==> src/rtl/mc_datapath_pkg.sv <==
// rtl/mc_datapath_pkg.sv - shared state encoding, ALU op codes and control word for mc_datapath
package mc_datapath_pkg;

  typedef enum logic [2:0] {
    IDLE = 3'd0,
    DEC  = 3'd1,
    EXE  = 3'd2,
    MEM  = 3'd3,
    WB   = 3'd4
  } state_t;

  localparam logic [3:0] ALU_AND = 4'b0000;
  localparam logic [3:0] ALU_OR  = 4'b0001;
  localparam logic [3:0] ALU_ADD = 4'b0010;
  localparam logic [3:0] ALU_SLL = 4'b0011;
  localparam logic [3:0] ALU_SRL = 4'b0100;
  localparam logic [3:0] ALU_SUB = 4'b0110;
  localparam logic [3:0] ALU_SLT = 4'b0111;
  localparam logic [3:0] ALU_NOR = 4'b1100;

  typedef struct packed {
    logic       regwrite;
    logic       regdst;
    logic       extop;
    logic       alusrc;
    logic       memwrite;
    logic       memread;
    logic       mem2reg;
    logic       shiftctrl;
    logic [3:0] aluctrl;
  } ctrl_t;

endpackage

==> src/rtl/mc_datapath_alu.sv <==
// rtl/mc_datapath_alu.sv - combinational WIDTH-bit ALU (alu_n) used in the EXE state
module alu_n
  import mc_datapath_pkg::*;
#(
  parameter int WIDTH = 32
) (
  input  logic [WIDTH-1:0] a,
  input  logic [WIDTH-1:0] b,
  input  logic [3:0]       op,
  output logic [WIDTH-1:0] y
);

  localparam int SW = $clog2(WIDTH);

  logic [SW-1:0] sh;
  assign sh = b[SW-1:0];

  always_comb begin
    y = '0;
    case (op)
      ALU_AND: y = a & b;
      ALU_OR:  y = a | b;
      ALU_ADD: y = a + b;
      ALU_SUB: y = a - b;
      ALU_NOR: y = ~(a | b);
      ALU_SLT: y = WIDTH'($signed(a) < $signed(b));
      ALU_SLL: y = a << sh;
      ALU_SRL: y = a >> sh;
      default: y = '0;
    endcase
  end

endmodule

==> src/rtl/mc_datapath.sv <==
// rtl/mc_datapath.sv - multi-cycle MIPS-style datapath with latency-tolerant data memory port
module mc_datapath
  import mc_datapath_pkg::*;
#(
  parameter int WIDTH = 32,
  parameter int NREGS = 32
) (
  input  logic             clk,
  input  logic             rst,
  input  logic [31:0]      inst,
  input  logic             inst_valid,
  output logic             inst_ready,
  input  logic             regwrite,
  input  logic             regdst,
  input  logic             extop,
  input  logic             alusrc,
  input  logic             memwrite,
  input  logic             memread,
  input  logic             mem2reg,
  input  logic             shiftctrl,
  input  logic [3:0]       aluctrl,
  output logic             dmem_req,
  output logic             dmem_we,
  output logic [WIDTH-1:0] dmem_addr,
  output logic [WIDTH-1:0] dmem_wdata,
  input  logic             dmem_ack,
  input  logic [WIDTH-1:0] dmem_rdata,
  output logic             zero,
  output logic             msb,
  output logic [WIDTH-1:0] regout,
  output logic [WIDTH-1:0] write,
  output logic             done
);

  localparam int RW = $clog2(NREGS);

  state_t           state_q, state_d;
  logic [31:0]      inst_q, inst_d;
  ctrl_t            ctrl_q, ctrl_d;
  logic [WIDTH-1:0] regs_q [NREGS];
  logic [WIDTH-1:0] regs_d [NREGS];
  logic [WIDTH-1:0] a_q, a_d, b_q, b_d, imm_q, imm_d;
  logic [WIDTH-1:0] alu_q, alu_d, mdr_q, mdr_d;
  logic             zero_q, zero_d, msb_q, msb_d;

  logic [RW-1:0]    rs_idx, rt_idx, rd_idx, wb_idx;
  logic [WIDTH-1:0] rs_val, rt_val, op_b, alu_y;
  logic             unused_opcode;

  assign unused_opcode = ^inst_q[31:26];

  assign rs_idx = inst_q[21 +: RW];
  assign rt_idx = inst_q[16 +: RW];
  assign rd_idx = inst_q[11 +: RW];
  assign wb_idx = ctrl_q.regdst ? rd_idx : rt_idx;

  // R0 is never written, but the read is forced too so it cannot depend on that.
  assign rs_val = (rs_idx == '0) ? '0 : regs_q[rs_idx];
  assign rt_val = (rt_idx == '0) ? '0 : regs_q[rt_idx];

  assign op_b = ctrl_q.shiftctrl ? WIDTH'(inst_q[10:6]) :
                (ctrl_q.alusrc ? imm_q : b_q);

  alu_n #(.WIDTH(WIDTH)) u_alu (
    .a  (a_q),
    .b  (op_b),
    .op (ctrl_q.aluctrl),
    .y  (alu_y)
  );

  always_comb begin
    state_d = state_q;
    inst_d  = inst_q;
    ctrl_d  = ctrl_q;
    regs_d  = regs_q;
    a_d     = a_q;
    b_d     = b_q;
    imm_d   = imm_q;
    alu_d   = alu_q;
    mdr_d   = mdr_q;
    zero_d  = zero_q;
    msb_d   = msb_q;
    case (state_q)
      IDLE: begin
        if (inst_valid) begin
          inst_d  = inst;
          ctrl_d  = {regwrite, regdst, extop, alusrc, memwrite, memread,
                     mem2reg, shiftctrl, aluctrl};
          state_d = DEC;
        end
      end
      DEC: begin
        a_d     = ctrl_q.shiftctrl ? rt_val : rs_val;
        b_d     = rt_val;
        imm_d   = ctrl_q.extop ? WIDTH'($signed(inst_q[15:0])) : WIDTH'(inst_q[15:0]);
        state_d = EXE;
      end
      EXE: begin
        alu_d   = alu_y;
        zero_d  = (alu_y == '0);
        msb_d   = alu_y[WIDTH-1];
        state_d = (ctrl_q.memread || ctrl_q.memwrite) ? MEM : WB;
      end
      MEM: begin
        if (dmem_ack) begin
          // A write wins when both memread and memwrite are set.
          if (ctrl_q.memread && !ctrl_q.memwrite) mdr_d = dmem_rdata;
          state_d = WB;
        end
      end
      WB: begin
        if (ctrl_q.regwrite && (wb_idx != '0))
          regs_d[wb_idx] = ctrl_q.mem2reg ? mdr_q : alu_q;
        state_d = IDLE;
      end
      default: state_d = IDLE;
    endcase
  end

  always_ff @(posedge clk) begin
    if (rst) begin
      state_q <= IDLE;
      inst_q  <= '0;
      ctrl_q  <= '0;
      for (int i = 0; i < NREGS; i++) regs_q[i] <= '0;
      a_q     <= '0;
      b_q     <= '0;
      imm_q   <= '0;
      alu_q   <= '0;
      mdr_q   <= '0;
      zero_q  <= 1'b0;
      msb_q   <= 1'b0;
    end else begin
      state_q <= state_d;
      inst_q  <= inst_d;
      ctrl_q  <= ctrl_d;
      regs_q  <= regs_d;
      a_q     <= a_d;
      b_q     <= b_d;
      imm_q   <= imm_d;
      alu_q   <= alu_d;
      mdr_q   <= mdr_d;
      zero_q  <= zero_d;
      msb_q   <= msb_d;
    end
  end

  assign inst_ready = (state_q == IDLE);
  assign dmem_req   = (state_q == MEM);
  assign dmem_we    = ctrl_q.memwrite;
  assign dmem_addr  = alu_q;
  assign dmem_wdata = b_q;
  assign zero       = zero_q;
  assign msb        = msb_q;
  assign regout     = a_q;
  assign write      = mdr_q;
  assign done       = (state_q == WB) && !rst;

endmodule

==> config.mk <==
export PLATFORM = sky130hd
export DESIGN_NAME = mc_datapath
export DESIGN_NICKNAME = d
export VERILOG_FILES = /design/src/rtl/mc_datapath_pkg.sv /design/src/rtl/mc_datapath_alu.sv /design/src/rtl/mc_datapath.sv
export SDC_FILE = /design/constraint.sdc
export NUM_CORES = 2
export LEC_CHECK = 0
export CAP_MARGIN = 20
export CORE_ASPECT_RATIO = 1.75
export CORE_MARGIN = 5
export CORE_UTILIZATION = 55
export CTS_CLUSTER_SIZE = 8
export DETAILED_ROUTE_END_ITERATION = 12
export PLACE_DENSITY = 0.73
export SYNTH_ARGS = -nofsm -noshare
export SYNTH_HDL_FRONTEND = slang
export SYNTH_SLANG_ARGS = --single-unit
==> constraint.sdc <==
create_clock -name clk -period 9.44 [get_ports clk]
set_input_delay 2.36 -clock clk [delete_from_list [all_inputs] [get_ports clk]]
set_output_delay 2.36 -clock clk [all_outputs]
set_load 0.02 [all_outputs]
* Word-level counts from Yosys, hierarchy flattened *
Index checks and enable logic that the tools add are counted.

storage, ports and cells
  logic and storage cells = 117
  bits of input ports = 80
  output and inout port bits = 134
  register bits after elaboration = 1,227

cells by class
  muxes and demuxes = 22
  magnitude comparators = 5
  shifts and indexed selects = 2
  bitwise operators = 6
  reduce and logical (&&, ||, !) cells = 17
  $add $sub $neg = 2
  equality and inequality tests = 13

operators by type and width
  operator                                                                      count
  1024-bit bitwise mux                                                          1
  32-bit 2-to-1 mux                                                             12
  32-bit binary-select mux with 5-bit select                                    2
  32-bit case mux with 8 select lines                                           1
  32-bit demux with 5-bit select                                                1
  32-bit adder                                                                  1
  32-bit bitwise AND                                                            1
  32-bit zero test                                                              1
  32-bit less-than comparator                                                   1
  32-bit inverter                                                               1
  32-bit OR                                                                     1
  32-bit by 5-bit << shifter with 32-bit output                                 1
  32-bit by 5-bit >> shifter with 32-bit output                                 1
  32-bit subtractor                                                             1
  6-bit >= comparator, second input constant                                    3
  5-bit inverter with 6-bit output                                              3
  4-bit by 3-bit equality test with 1-bit output, second input constant         3
  3-bit case mux with 4 select lines                                            1
  5-bit zero test                                                               2
  3-bit 2-to-1 mux                                                              3
  4-bit by 2-bit equality test with 1-bit output, second input constant         2
  3-bit by 2-bit equality test with 1-bit output, second input constant         2
  6-bit by 1-bit less-than comparator with 1-bit output, second input constant  1
  2-bit AND reduction                                                           3
  14 further kinds                                                              18

* Longest topological paths before layout *
  word-level depth = 7
  mapped depth = 22
  gate-level depth less buffers = 18

* By module *
A second synthesis with hierarchy kept.

unflattened totals
  cell total of the unflattened synthesis = 7,013
  area total of the unflattened synthesis = 67,554.8 um2

by module, submodules not included
  module       area an instance (um2)  seq. area each (um2)  times used  cells an instance
  mc_datapath  59,527.1                24,243.3              1           5,867
  alu_n        8,027.7                 0.0                   1           1,146

* Worst setup path after synthesis *
Ideal clock, no wire load.

  kind = input port to output port
  start point = in rst
  end point = out done
  stages = 2
  required time = 7.080 ns
  buffers on the path = 0
  arrival time = 2.701 ns
  path slack = 4.379 ns
  cell sequence = inv_1 -> and3_1

between the ends
  word-level cells in the longest chain between the ends = 2

RTL lines
  what               RTL line            source
  start, declared    mc_datapath.sv:9    input logic rst,
  1-bit zero test    mc_datapath.sv:157  assign done = (state_q == WB) && !rst;
  1-bit logical AND  mc_datapath.sv:157
  end, declared      mc_datapath.sv:32   output logic done

Every way passes these cells.

* Worst setup path after layout *
  start point = reg ctrl_q[8] in the netlist's numbering
  end point = reg zero_q, in the netlist zero

between the ends
  word-level cells in the longest chain between the ends = 6
  elaborated cells on any way between the ends = 12
  those cells by class = add/sub: 2; order compare: 1; shift: 2; mux: 3; bitwise: 3; reduce/logical: 1

RTL lines
  what                                                                       RTL line               source
  start, declared                                                            mc_datapath.sv:39      ctrl_t ctrl_q, ctrl_d;
  start signal, assigned                                                     mc_datapath.sv:136     ctrl_q <= ctrl_d;
  32-bit 2-to-1 mux *                                                        mc_datapath.sv:62      (ctrl_q.alusrc ? imm_q : b_q);
  32-bit 2-to-1 mux *                                                        mc_datapath.sv:61      assign op_b = ctrl_q.shiftctrl ? WIDTH'(inst_q[10:6]) :
  parallel branches: the longest is 2 deep, another holds 32-bit subtractor  n/a
  32-bit case mux with 8 select lines *                                      mc_datapath_alu.sv:20  case (op)
  32-bit zero test *                                                         mc_datapath.sv:100     zero_d = (alu_y == '0);
  end signal, assigned                                                       mc_datapath.sv:143     zero_q <= zero_d;
  end, declared                                                              mc_datapath.sv:44      logic zero_q, zero_d, msb_q, msb_d;

Every way passes the cells marked *.
A chain may end at the register's enable or synchronous reset.

==> metrics.md <==
| Metric | Value |
|---|---|
| R2R Path End | `zero` |
| Slowest cell delay on critical path | `roughly 0.98 ns` |
| Count of final setup violators | `0` |
| Hold Fails Final Rpt | `0` |
| Slew HR | `about 15%` |
| Pwr dens | `roughly 170 nW/um2` |
| CP Depth | `17` |
| Max Buffers Root-to-Sink | `3` |
| Slowest CP cell | `a211oi_1` |
| Vias/cell | `between 7 and 8` |
| Syn_nets | `approximately 7500` |
| CTS Buf Count | `169` |
| CTS tree | `done` |
| CP Max Fanout | `26` |
| R2R cell count | `17` |
| Post-cts gate resize count | `0` |
| Peak supply drop | `approximately 0.14 mV` |
| Setup Buffers After CTS | `0` |
| Hold slack | `around 0.46 ns` |
| Mean Syn Cell Area | `roughly 9.1 um2` |
| Final GP Congestion | `approximately 1.1` |
| Top FF cell, synth | `dfxtp_1` |
| Worst min-delay path class | `register to register` |
| Critical Path Sink | `zero` |
| Area of the mapped netlist | `about 67000 um2` |
| Grt ovf | `0` |
| Clock Latency Late Sink | `around 0.81 ns` |
| Number of routed nets with antenna violations | `0` |
| Area contributors post-synth | `dfxtp_1, mux4_2, a211oi_1, nor2_1, mux2i_1` |
| Core ar. | `121000 um2` |
| First-pass GRT wire length | `405 mm` |
| Outcome | `finished, final reports clean` |
| Setup Crit Path Kind | `register to register` |
| Initial Util | `55.1%` |
| Vias | `~62000` |
| Share of cells above drive strength 1 | `14.5%` |
| Initial drt markers | `approximately 8000` |
| Largest delay share family, worst path | `simple AND/OR/NAND/NOR gates` |
| # IOs | `214` |
| Post-synth EDFFs | `0` |
| Nets@finish | `about 7300` |
| CTS HTree Levels | `4` |
| Async SR Flop Fraction | `0%` |
| Area share of the largest cell type after synthesis | `36.4%` |
| Hold_buf cts | `0` |
| DRC viols | `0` |
| Vias in the first global route | `59600` |
| Max Cap Violations | `0` |
| Area grow syn2layout | `12.4%` |
| 1st-pass router iterations | `7` |
| Worst slew pin tran | `approximately 1.3 ns` |
| Pin count of the biggest net entering global routing | `244` |
| Worst EP required | `around 10 ns` |
| Slew Limit Fails | `0` |
| FF-to-FF setup slack | `slightly below 3 ns` |
| Type of origin of the critical path | `register` |
| Worst-path cell chain | `buf_4 > mux2i_1 > or2_2 > ha_1 > nor4_1 > nand2_1 > a2111oi_0 > a211oi_1 > buf_4 > mux2i_1 > or4_1 > a211oi_1 > and4_1 > nand4_1 > nor4b_2 > and4_1 > a41o_1` |
| FP Rows | `roughly 170` |
| Crit path capture type | `register` |
| Post-Synthesis Cells | `approximately 7300` |
| Seq cells post-synth | `about 1200` |
| Mean routed wirelength per cell | `between 30 and 40 um` |
| Worst-path clk slew | `~0.060 ns` |
| Sequential area share after synthesis | `approximately 36%` |
| Total Routing Usage GR | `between 40% and 50%` |
| CP bufs+invs | `2` |
| Final wirelength | `285 mm` |
| Final TNS setup | `0 ns` |
| Max Freq | `0.154 GHz` |
| Top-count cell post-synth | `nor2_1` |
| IO Port Bufs | `approximately 210` |
| Post-synth top area cell | `dfxtp_1` |
| Crit Reg-Reg Startpoint | `ctrl_q[8]` |
| RSZ-0062 raised after global routing | `false` |
| Top cells by count, synth | `nor2_1, dfxtp_1, a211oi_1` |
| Clk_skew | `0.0343 ns` |
| Initial antenna violation count | `12` |
| Hpwl dp | `between 150 and 200 mm` |
| Die height | `roughly 470 um` |
| Crit share post-route | `68.9%` |
| Critical path startpoint | `ctrl_q[8]` |
| Clock root buffer | `clkbuf_16` |
| Die width | `around 270 um` |
| Clk sinks | `between 1000 and 1500` |
| DIE AREA | `about 130000 um2` |
| Netlist cell types | `90` |
| Tmin final | `between 6 and 7 ns` |
| Synth Warn # | `0` |
| Arrival @ worst endpoint | `just over 7 ns` |
| P_leak | `around 0.023 uW` |
[state kept, by name, summed over array words and instances (netlist names)]
name	flops
dmem_addr	32
dmem_wdata	32
state_q	3
zero	1
imm_q	17
dmem_we	1
regout	32
ctrl_q	11
write	32
inst_q	26
regs_q	1024
[per-stage QoR]
stage          power (uW)  util, %  cells  area (um2)  setup slack [ns]
2_1_floorplan        6240        -   7281       66600              4.38
3_3_place_gp         6900     57.9   8513       69900              3.01
3_5_place_dp         6900     57.9   8519       70000              3.00
4_1_cts             12300     61.7   8709       74600              3.00
5_1_grt             12700     62.0   8727       74800              2.91
6_report            12400     62.0   8739       74800              2.94
[layout by cell type (no fill, tap or decap), types with 16 or more instances in the layout]
cell type,Yosys,final
buf_4,3,180
o211ai_1,61,61
clkbuf_16,0,171
ha_1,100,100
nor3_1,52,49
o22ai_1,51,51
inv_1,130,130
a21oi_1,333,332
a222oi_1,25,25
nor4_1,26,19
a22oi_1,96,96
a221oi_1,119,119
nand2_1,337,336
mux2i_4,0,25
or2_2,17,17
a211oi_1,1049,1046
clkdlybuf4s50_1,0,206
xnor2_1,35,35
nor2_1,1371,1342
mux4_2,394,394
o221ai_1,28,28
nor2_4,0,26
buf_12,0,16
nand2b_1,42,41
o21ai_0,173,171
dfxtp_1,1211,1197
nor2b_1,55,50
nand3_1,41,41
mux2_2,96,96
mux2i_1,402,369
[metal layers]
metal  global-route usage (%)  vias up  part of all wire, %
met2                     67.7     3907                   46
met1                     46.2    29780                   33
met3                     11.2     1405                  9.5
met5                        0        -               0.0074
li1                         -    26747                    -
met4                     39.2        4                   11
[worst min path at each step]
stage / startpoint / end / slack, ns / depth (start not counted)
4_1_cts: inst_q[4] / inst_q[4] / 0.46 / 2
2_1_floorplan: imm_q[30] / imm_q[30] / 0.43 / 2
5_1_grt: imm_q[13] / imm_q[13] / 0.48 / 2
3_3_place_gp: imm_q[30] / imm_q[30] / 0.44 / 2
6_report: inst_q[5] / inst_q[5] / 0.46 / 2
3_5_place_dp: inst_q[4] / inst_q[4] / 0.45 / 2
[worst register-to-register path, cell delays in order (launching register included)]
cell,delay [ns]
dfxtp_2,0.81
buf_4,0.39
mux2i_1,0.11
or2_2,0.31
ha_1,0.47
nor4_1,0.61
nand2_1,0.10
a2111oi_0,0.58
a211oi_1,0.11
buf_4,0.23
mux2i_1,0.15
or4_1,0.54
a211oi_1,0.98
and4_1,0.34
nand4_1,0.11
nor4b_2,0.26
and4_1,0.21
a41o_1,0.16
[cells by family after synthesis]
kind of cell / share of synthesized area (%)
compound gates: 22.4
xor+xnor: 0.513
fa+ha+maj: 1.94
buf+inv: 5.28
flops: 36.4
mux: 21.1
simple gates: 12.4
[power by group]
part	leakage, uW	total (uW)	switching [uW]	internal [uW]
sequential	0.00977	5260	107	5150
combinational	0.0112	1640	1140	501
clock	0.00224	5510	2290	3220
[final cells by class]
type,instances,area (um2)
Antenna cell,13,32.5
Clock buffer,177,4320
Clock inverter,13,265
Fill cell,10156,45900
Inverter,135,509
Multi-Input combinational cell,5154,39600
Sequential cell,1211,24300
Tap cell,1624,2030
Timing Repair Buffer,412,3830
(Power assumes the default switching activity.)
